[src/rtl/seq_divider.sv]
// Iterative unsigned restoring divider: one quotient bit per clock, START/BUSY/DONE handshake.
// Results and the divide-by-zero flag are held until the next accepted request.
module seq_divider #(
    parameter int WIDTH = 4
) (
    input  logic             CLK,
    input  logic             RST_N,
    input  logic             START,
    input  logic [WIDTH-1:0] A,
    input  logic [WIDTH-1:0] B,
    output logic [WIDTH-1:0] Q,
    output logic [WIDTH-1:0] R,
    output logic             BUSY,
    output logic             DONE,
    output logic             DZ
);

    localparam int CNT_W = $clog2(WIDTH) + 1;
    localparam logic [CNT_W-1:0] LAST_STEP = CNT_W'(WIDTH - 1);

    typedef enum logic [1:0] {
        IDLE = 2'd0,
        CALC = 2'd1,
        FIN  = 2'd2
    } state_t;

    state_t           state_q, state_d;
    logic [WIDTH-1:0] div_q,   div_d;
    logic [WIDTH-1:0] rem_q,   rem_d;
    logic [WIDTH-1:0] quo_q,   quo_d;
    logic [CNT_W-1:0] cnt_q,   cnt_d;
    logic [WIDTH-1:0] q_q,     q_d;
    logic [WIDTH-1:0] r_q,     r_d;
    logic             busy_q,  busy_d;
    logic             done_q,  done_d;
    logic             dz_q,    dz_d;

    logic [WIDTH:0]   rem_shift;
    logic [WIDTH:0]   trial;
    logic [WIDTH-1:0] rem_step;
    logic [WIDTH-1:0] quo_step;

    // quo_q starts as the dividend, so its MSB is the next dividend bit to shift in.
    // The shifted remainder needs WIDTH+1 bits since it can reach 2*B-1.
    always_comb begin
        rem_shift = {rem_q, quo_q[WIDTH-1]};
        trial     = rem_shift - {1'b0, div_q};
        if (trial[WIDTH]) begin
            rem_step = rem_shift[WIDTH-1:0];
        end else begin
            rem_step = trial[WIDTH-1:0];
        end
        quo_step = {quo_q[WIDTH-2:0], ~trial[WIDTH]};
    end

    always_comb begin
        state_d = state_q;
        div_d   = div_q;
        rem_d   = rem_q;
        quo_d   = quo_q;
        cnt_d   = cnt_q;
        q_d     = q_q;
        r_d     = r_q;
        busy_d  = busy_q;
        done_d  = 1'b0;
        dz_d    = dz_q;

        case (state_q)
            IDLE, FIN: begin
                if (START) begin
                    div_d = B;
                    rem_d = '0;
                    quo_d = A;
                    cnt_d = '0;
                    dz_d  = 1'b0;
                    if (B != '0) begin
                        state_d = CALC;
                        busy_d  = 1'b1;
                    end else begin
                        state_d = FIN;
                        busy_d  = 1'b0;
                        done_d  = 1'b1;
                        q_d     = {WIDTH{1'b1}};
                        r_d     = A;
                        dz_d    = 1'b1;
                    end
                end else begin
                    state_d = IDLE;
                    busy_d  = 1'b0;
                end
            end
            CALC: begin
                rem_d = rem_step;
                quo_d = quo_step;
                cnt_d = cnt_q + CNT_W'(1);
                // The last step publishes straight to Q/R so DONE and the result coincide.
                if (cnt_q == LAST_STEP) begin
                    state_d = FIN;
                    busy_d  = 1'b0;
                    done_d  = 1'b1;
                    q_d     = quo_step;
                    r_d     = rem_step;
                end
            end
            default: begin
                state_d = IDLE;
                busy_d  = 1'b0;
            end
        endcase
    end

    always_ff @(posedge CLK or negedge RST_N) begin
        if (!RST_N) begin
            state_q <= IDLE;
            div_q   <= '0;
            rem_q   <= '0;
            quo_q   <= '0;
            cnt_q   <= '0;
            q_q     <= '0;
            r_q     <= '0;
            busy_q  <= 1'b0;
            done_q  <= 1'b0;
            dz_q    <= 1'b0;
        end else begin
            state_q <= state_d;
            div_q   <= div_d;
            rem_q   <= rem_d;
            quo_q   <= quo_d;
            cnt_q   <= cnt_d;
            q_q     <= q_d;
            r_q     <= r_d;
            busy_q  <= busy_d;
            done_q  <= done_d;
            dz_q    <= dz_d;
        end
    end

    assign Q    = q_q;
    assign R    = r_q;
    assign BUSY = busy_q;
    assign DONE = done_q;
    assign DZ   = dz_q;

endmodule

[config.mk]
export PLATFORM = sky130hd
export DESIGN_NAME = seq_divider
export DESIGN_NICKNAME = d
export VERILOG_FILES = /design/src/rtl/seq_divider.sv
export SDC_FILE = /design/constraint.sdc
export NUM_CORES = 1
export LEC_CHECK = 0
export ABC_CLOCK_PERIOD_IN_PS = 2350
export CELL_PAD_IN_SITES_DETAIL_PLACEMENT = 1
export CELL_PAD_IN_SITES_GLOBAL_PLACEMENT = 1
export CORE_AREA = 2 2 66 68
export CTS_CLUSTER_DIAMETER = 80
export DETAILED_ROUTE_END_ITERATION = 10
export DIE_AREA = 0 0 68 70
export PLACE_DENSITY = 0.68
export RECOVER_POWER = 25
export REMOVE_ABC_BUFFERS = 1
export SLEW_MARGIN = 20
export SYNTH_ARGS = -nofsm -noshare
export SYNTH_HDL_FRONTEND = slang
export SYNTH_SLANG_ARGS = --single-unit
[constraint.sdc]
create_clock -name CLK -period 2.35 [get_ports CLK]
set_clock_uncertainty 0.2 [all_clocks]
set_input_delay 0.235 -clock CLK [delete_from_list [all_inputs] [get_ports CLK]]
set_output_delay 0.235 -clock CLK [all_outputs]
set_load 0.03 [all_outputs]
==> metrics.txt, run 1 <==
die height=70 um; Worst setup EP type=register; CP startpoint=quo_q[3]; hold-critical path endpoint=cnt_q[2]; antenna cell count=0; Synth area leader=dfrtp_1; share of layout cells above drive strength 1=between 15 and 20%; GRT Overall Usage=16.88%; multi-input combinational cell area=711.9 um2; layout net count=between 150 and 200; core footprint=4144 um2; CTS H-tree lvls=1; worst min-delay path class=reg2reg; starting density of the core=33.88%; FF+latch count, synth=27; FILL cells=467; Final Hold Viols=0; Mapped Area=1404 um2; clk buf depth=2; die footprint=4760 um2; setup violators final=0; Async SR Flop Fraction=100.0%; worst hold path depth=2; fin worst setup slack=98.87 ps; DR vias/cell=5.150; register area=675.6 um2; first-pass GRT wire length=6154 um; Fmax=444.2 MHz; power per standard cell area=roughly 1700 nW/um2; Die Wd=68 um; TritonRoute pass-1 iters=4; via count=roughly 1200; critical path class=reg2reg; post-place setup slack=-36.68 ps; Yosys cell types=34; Worst R2R Setup Slack=100 ps; Hold WS=~290 ps; Syn. warnings=0; post-synthesis cell count=143; Port Buffers=21; wire length per cell=16.11 um; clock sinks=27; number of core rows=24; gr ovfl total=0; boundary pin count=22; Post-DRT Antenna Nets=0; reg2reg end=R[2]; most frequent cell after synthesis=dfrtp_1; peak supply drop=0.0005220 V; number of global-route vias before repair=between 1000 and 1500; initial antenna violation count=0; Worst EP arrival=2200 ps; worst slew pin tran=approximately 1500 ps; sequential area share after synthesis=48.13%; Synth area leaders=dfrtp_1 48%, nand2_1 5.9%, ha_1 5.3%; pin count of the biggest net entering global routing=28; Slew Limit Headroom=0.5609%; initial drt markers=40; Routed Wire Length=3640 um; residual DRC count=0; Hold Startpoint=cnt_q[2]; RR Startpoint=quo_q[3]; CTS Root Cell=clkbuf_8; clk_lat worst skew=roughly 270 ps; minimum clock period=2251 ps; EDFF count, synth=0; hold-fix buffer count after cts=0; fin crit share=95.79%; Area Overhead vs Synth=29.41%; max_cap viols=0; post-synth top area share=48.13%; Synth Flop Type=dfrtp_1; TritonCTS clock tree=yes; total CTS buffers=3; hpwl dp=about 2600 um; WP data required=2300 ps; Setup crit start kind=register; Syn Area/Cell=9.817 um2; Reg clk slew, reported paths=100 ps; status=finished, final reports clean; CP Max Fanout=6; Lkg Pwr=0.7822 nW; fin. max-slew vios=0; routability congestion estimate=about 0.86; worst reg2reg path depth=8; Synth top cells by count=27 x dfrtp_1, 22 x nand2_1, 14 x o21ai_0
routing by layer:
layer | vias to the layer above | routed length [um] | global-route usage, %
met5 | - | 0 | 0
met4 | 0 | 78 | 4.222
met3 | 6 | 112 | 2.899
met2 | 18 | 1748 | 26.75
met1 | 584 | 1700 | 23.70
li1 | 556 | - | -
stage by stage:
step / TNS [ps] / power (mW) / cell area, um2 / utilization, % / cells
6_report: 0 / 3.016 / 1817 / 43.84 / 226
5_1_grt: -28.94 / 3.299 / 1817 / 43.84 / 226
4_1_cts: 0 / 2.921 / 1785 / 43.09 / 224
3_5_place_dp: -69.76 / 2.542 / 1704 / 41.12 / 218
3_3_place_gp: 0 / 2.480 / 1704 / 41.12 / 218
2_1_floorplan: 0 / 1.942 / 1376 / - / 138
placed cells by master (no fill, tap or decap), types with 2 or more instances in the layout:
| cell | count |
|---|---|
| a211o_1 | 2 |
| a21oi_1 | 8 |
| a31oi_1 | 2 |
| and3_1 | 3 |
| buf_4 | 9 |
| clkbuf_8 | 3 |
| clkdlybuf4s50_1 | 20 |
| dfrtp_1 | 27 |
| ha_1 | 6 |
| inv_1 | 6 |
| nand2_1 | 22 |
| nand2b_1 | 5 |
| nand3_1 | 4 |
| nand3b_1 | 2 |
| nor2_1 | 10 |
| nor2_2 | 2 |
| nor2b_1 | 2 |
| nor3_1 | 2 |
| o21ai_0 | 14 |
| o22a_2 | 4 |
worst max-delay path, stage by stage, from the launching register on:
cell and delay [ps]:
dfrtp_1 380, inv_1 80, ha_1 210, fa_2 360, nand2b_4 160, a21oi_4 210
nor2_2 80, a2111oi_2 340, a21oi_1 110
registers in the layout, summed over array words and instances, names as in the netlist:
name / flops
Q: 4
R: 4
div_q: 4
quo_q: 4
rem_q: 4
cnt_q: 3
state_q: 2
DONE: 1
DZ: 1
report_power, final:
part           switching (mW)  leakage (nW)  internal (mW)  total, mW
sequential              0.182         0.323          0.686      0.868
clock                   0.154        0.0217          0.120      0.274
combinational            1.02         0.438          0.858       1.87
cells by family (layout without fill, tap and decap cells):
| group | after synthesis | in the layout | synth area share, % |
|---|---|---|---|
| and+or+nand+nor | 55 | 55 | 18.81 |
| adders and majority gates | 7 | 7 | 6.774 |
| AOI/OAI and AO/OA | 38 | 38 | 19.52 |
| muxes | 1 | 1 | 0.7130 |
| xor gates and xnor gates | 4 | 4 | 2.496 |
| buffers and inverters | 11 | 42 | 3.564 |
| DFF | 27 | 27 | 48.13 |
worst max-delay path by stage:
stage,slack [ps],end,cells after the start
floorplan,130,R[2],8
global placement,80,R[2],8
detailed placement,-40,R[2],8
CTS,10,rem_q[3],9
global route,-20,R[2],8
finish,100,R[2],8
timing repair:
| action | CTS | global route |
|---|---|---|
| buffers inserted | 2 | 2 |
| endpoints found under the hold margin | 0 | 0 |
| resized for setup | 4 | 4 |
| pin swaps | 1 | 3 |
| setup endpoints to repair | 3 | 6 |
layout make-up:
type | count | share of cell area, %
Clock inverter | 1 | 0.4132
Multi-Input combinational cell | 105 | 39.19
Clock buffer | 3 | 2.273
Tap cell | 52 | 3.581
Sequential cell | 27 | 37.19
Inverter | 6 | 1.240
Timing Repair Buffer | 32 | 16.12
Power figures use the tool's default switching activity.
==> run 2, diff against run 1 <==
--- a/config.mk
+++ b/config.mk
@@ -12,10 +12,9 @@
 export CTS_CLUSTER_DIAMETER = 80
 export DETAILED_ROUTE_END_ITERATION = 10
 export DIE_AREA = 0 0 68 70
-export PLACE_DENSITY = 0.68
+export PLACE_DENSITY_LB_ADDON = 0.1
 export RECOVER_POWER = 25
 export REMOVE_ABC_BUFFERS = 1
-export SLEW_MARGIN = 20
 export SYNTH_ARGS = -nofsm -noshare
 export SYNTH_HDL_FRONTEND = slang
 export SYNTH_SLANG_ARGS = --single-unit
==> run 2 against run 1 <==
  * The flow now finishes with violations (max-capacitance violations, max-slew violations)
  * Critical endpoint is now rem_q[2]
  * Clock-buffer cell count is 1 higher
  * Global-route usage is 0.59 points higher
  * Critical path depth is 1 lower
  * Combinational power is 5% lower
  * Register-to-register slack hardly changed
  * Worst hold slack better by 11 ps
  * Routed wire length is 0.47% lower
==> metrics.txt, run 2 (same netlist as run 1, synthesis figures left out) <==
TritonRoute pass-1 iters=4; Die Wd=68 um; register area=between 600 and 700 um2; antenna cell count=0; Slew Limit Headroom=-1.169%; failing checks=max-capacitance violations, max-slew violations; most common cell after layout, fill and taps aside=dfrtp_1; worst min-delay path class=reg2reg; share of layout cells above drive strength 1=14.71%; DR vias/cell=5.045; CP max stage delay=390 ps; clk buf depth=2; Worst EP arrival=about 2200 ps; hpwl dp=2746 um; Worst R2R Setup Slack=110 ps; Slowest cell on crit path=a2111o_1; die height=70 um; Area Overhead vs Synth=26.74%; power per standard cell area=approximately 1600 nW/um2; Reg clk slew, reported paths=~90 ps; worst slew pin tran=1518 ps; total power=2.902 mW; peak supply drop=0.0005647 V; initial drt markers=30; residual DRC count=0; CP Max Fanout=5; hold-critical path endpoint=Q[3]; max_cap viols=1; CTS H-tree lvls=1; post-place setup slack=40.18 ps; Post-Layout Cell Count=between 200 and 250; clk_lat worst skew=270 ps; total negative setup slack=0 ps; initial antenna violation count=0; Hold Startpoint=Q[3]; TritonCTS clock tree=yes; status=finished, violations left; Crit path depth=7; Post-DRT Antenna Nets=0; CP delay by family, top=compound AO/OA/AOI/OAI gates; Routed Wire Length=~3600 um; fin worst setup slack=109.3 ps; CTS Root Cell=clkbuf_8; Worst setup EP type=register; pin count of the biggest net entering global routing=28; clock sinks=27; GRT Overall Usage=17.46%; fin. max-slew vios=28; Buf/Inv on CP=1; Final Util=42.93%; via count=1120; RR Startpoint=quo_q[3]; CP Cell Sequence=inv_1, ha_1, fa_2, nand2b_4, a21oi_4, mux2i_1, a2111o_1; critical path class=reg2reg; setup violators final=0; Fmax=about 450 MHz; number of global-route vias before repair=1267; placed cells=~220; first-pass GRT wire length=6216 um; worst reg2reg path depth=7; FILL cells=about 480; WP data required=2310 ps; die footprint=4760 um2; core footprint=approximately 4100 um2; Final Hold Viols=0; fin crit share=95.35%; routability congestion estimate=0.8019; wire length per cell=16.32 um; number of core rows=24; Port Buffers=21; Setup crit start kind=register; gr ovfl total=0; most frequent cells in the layout=27 x dfrtp_1, 22 x nand2_1, 20 x clkdlybuf4s50_1; layout net count=189; total CTS buffers=3; worst hold path depth=1; Lkg Pwr=0.7585 nW; boundary pin count=22; reg2reg end=rem_q[2]; multi-input combinational cell area=708.2 um2; starting density of the core=33.88%; minimum clock period=~2200 ps
## run 2: how the worst max path moves through the flow
stage          startpoint       end  slack, ps
2_1_floorplan    quo_q[3]      R[2]        130
3_3_place_gp     quo_q[3]      R[2]         90
3_5_place_dp     quo_q[3]  rem_q[3]         40
4_1_cts          quo_q[3]  rem_q[3]         20
5_1_grt          quo_q[3]      R[2]        -20
6_report         quo_q[3]  rem_q[2]        110
## run 2: per-layer routing
metal	share of wire [%]	wire (um)	global-route usage [%]	up-vias
li1	-	-	-	550
met1	48	1739	23.99	551
met2	48	1741	27.83	15
met3	2.6	96	2.576	4
met4	1.2	45	5.778	0
met5	0	0	0	-
## run 2: area by class of cell
type | instances | share of cell area [%]
multi-input cells | 105 | 39.80
clock buffers | 4 | 2.532
inverters | 6 | 1.266
flip-flops and latches | 27 | 37.97
repair buffers | 28 | 14.77
well taps | 52 | 3.657
## run 2: metrics by stage
step / hold slack, ps / cell area [um2]
2_1_floorplan: -260.6 / 1376
6_report: 297.8 / 1779
3_3_place_gp: 266.3 / 1704
5_1_grt: 333.4 / 1779
3_5_place_dp: 282.7 / 1704
4_1_cts: 143.5 / 1749
## run 2: repair_timing
action                                  CTS  global route
gates resized for setup                   0             8
hold buffers                              0             0
setup buffers                             0             0
endpoints found under the setup margin    0             5
hold endpoints to repair                  0             0
## run 2: power breakdown
| part | leakage (nW) | internal, mW | switching, mW |
|---|---|---|---|
| logic | 0.413 | 0.775 | 0.991 |
| clock network | 0.0228 | 0.122 | 0.150 |
| registers | 0.323 | 0.686 | 0.178 |
## run 2: worst reg2reg max path: stages (launching register included)
cell	delay, ps
dfrtp_1	370
inv_1	70
ha_1	210
fa_2	360
nand2b_4	160
a21oi_4	230
mux2i_1	140
a2111o_1	390
==> run 3, diff against run 2 <==
--- a/config.mk
+++ b/config.mk
@@ -8,10 +8,10 @@
 export ABC_CLOCK_PERIOD_IN_PS = 2350
 export CELL_PAD_IN_SITES_DETAIL_PLACEMENT = 1
 export CELL_PAD_IN_SITES_GLOBAL_PLACEMENT = 1
-export CORE_AREA = 2 2 66 68
+export CORE_AREA = 2 2 59 75
 export CTS_CLUSTER_DIAMETER = 80
 export DETAILED_ROUTE_END_ITERATION = 10
-export DIE_AREA = 0 0 68 70
+export DIE_AREA = 0 0 61 77
 export PLACE_DENSITY_LB_ADDON = 0.1
 export RECOVER_POWER = 25
 export REMOVE_ABC_BUFFERS = 1
==> run 3 against run 2 <==
  * The run still ends with max-capacitance violations, max-slew violations left
  * Critical path depth up 2
  * Routed wire length up 5.0%
  * Global-route usage up 1.1 points
  * Worst hold slack better by 2.1 ps
  * Cell area up 1.5%
  * Clock-buffer cell count down 1
  * Sequential power about the same
  * First-iteration DRC count up 17%
  * Utilization up 2.2 points
  * Non-clock buffer count up 4
  * Setup slack better by 6.7 ps
  * Critical path type unchanged
  * Largest cell class unchanged
  * Largest power group unchanged
==> metrics.txt, run 3 (same netlist as run 1, synthesis figures left out) <==
CTS H-tree lvls=1; reg2reg end=R[2]; pin count of the biggest net entering global routing=28; CP max stage delay=roughly 400 ps; first-pass GRT wire length=6417 um; starting density of the core=around a third; hpwl dp=2846 um; gr ovfl total=0; worst reg2reg path depth=9; DR vias/cell=5.083; Hold Startpoint=DZ; Die Wd=61 um; boundary pin count=22; Slew Limit Headroom=-4.158%; initial antenna violation count=0; Worst R2R Setup Slack=120 ps; Final Hold Viols=0; total negative setup slack=0 ps; share of layout cells above drive strength 1=16.09%; RR Startpoint=quo_q[3]; residual DRC count=0; Post-DRT Antenna Nets=0; clk_lat worst skew=approximately 280 ps; failing checks=max-capacitance violations, max-slew violations; number of global-route vias before repair=1283; antenna cell count=0; worst min-delay path class=reg2reg; most common cell after layout, fill and taps aside=dfrtp_1; die height=77 um; WP data required=2300 ps; clock sinks=27; Setup crit start kind=register; Lkg Pwr=0.7805 nW; CTS Root Cell=clkbuf_8; number of core rows=26; Final Util=a little under half; power per standard cell area=1635 nW/um2; layout net count=between 150 and 200; total CTS buffers=3; fin. max-slew vios=28; initial drt markers=35; TritonCTS clock tree=yes; CP Cell Sequence=inv_1, ha_1, fa_2, nand2b_4, a21oi_4, buf_4, and3_1, a2111oi_2, a21oi_1; hold-critical path endpoint=DZ; Port Buffers=21; Worst setup EP type=register; total power=2.953 mW; fin worst setup slack=between 100 and 150 ps; CP Max Fanout=5; core footprint=4001 um2; most frequent cells in the layout=27 x dfrtp_1, 22 x nand2_1, 20 x clkdlybuf4s50_1; setup violators final=0; routability congestion estimate=0.7485; Fmax=447.6 MHz; Cell Area, Placed=1724 um2; critical path class=reg2reg; worst slew pin tran=1562 ps; FILL cells=approximately 460; Hold WS=300.0 ps; Design Area, Final=around 1800 um2; via count=1169; Area Overhead vs Synth=28.61%; die footprint=4697 um2; placed cells=224; fin crit share=95.06%; wire length per cell=16.54 um; GRT Overall Usage=18.56%; Worst EP arrival=2190 ps; RSZ-0062 raised after global routing=false; max_cap viols=1; status=finished, violations left; TritonRoute pass-1 iters=4; worst hold path depth=2; peak supply drop=approximately 0.00065 V; post-place setup slack=-99.91 ps; minimum clock period=2234 ps; Routed Wire Length=3804 um; clk buf depth=2; Post-Layout Cell Count=230; Reg clk slew, reported paths=100 ps; Slowest cell on crit path=dfrtp_1
[run 3: changes by cell type in the layout (fill, tap and decap cells not counted), sizes merged]
cell and delta:
clkbuf -1, buf +4, clkinv +1
[run 3: repair_timing]
item,CTS,global route
setup endpoints to repair,1,6
pin swaps,1,1
setup buffers,1,1
hold buffers,0,0
gates resized for setup,4,1
gates cloned,0,0
[run 3: final cells by class]
cell class	instances	area [um2]	share of cell area, %
multi-input cells	105	701.9	38.88
flip-flops and latches	27	675.6	37.42
repair buffers	32	289.0	16.01
well taps	56	70.07	3.881
clock buffers	3	41.29	2.287
inverters	6	22.52	1.247
clock inverters	1	5.005	0.2772
[run 3: layer usage]
metal	part of all wire, %	vias to the layer above	track usage [%]	wire, um
met1	43	590	23.93	1647
met2	52	16	31.08	1990
met3	2.6	5	2.192	100
met5	0	-	0	0
li1	-	558	-	-
met4	1.7	0	6.522	66
[run 3: where the power goes]
part,internal (mW),leakage [nW],switching [mW]
sequential,0.686,0.323,0.178
combinational,0.808,0.432,1.00
clock,0.119,0.0255,0.159
total,1.61,0.780,1.34
[run 3: worst max path at each step]
stage                     endpoint  depth (start not counted)     start  slack, ps
after floorplan               R[2]                          8  quo_q[3]        130
after global placement        R[2]                          8  quo_q[3]         60
after detailed placement      R[2]                          8  quo_q[3]       -100
after CTS                 rem_q[2]                          7  quo_q[3]         40
after global routing          R[2]                          9  quo_q[3]         10
final                         R[2]                          9  quo_q[3]        120
[run 3: critical path, delay by kind of cell, from the launching register on]
| kind | cells | cell delay (ps) |
|---|---|---|
| flip-flops | 1 | 400 |
| AO/OA/AOI/OAI | 3 | 540 |
| buffers and inverters | 2 | 250 |
| adder cells (fa/ha/maj) | 2 | 420 |
| AND/OR/NAND/NOR | 2 | 290 |
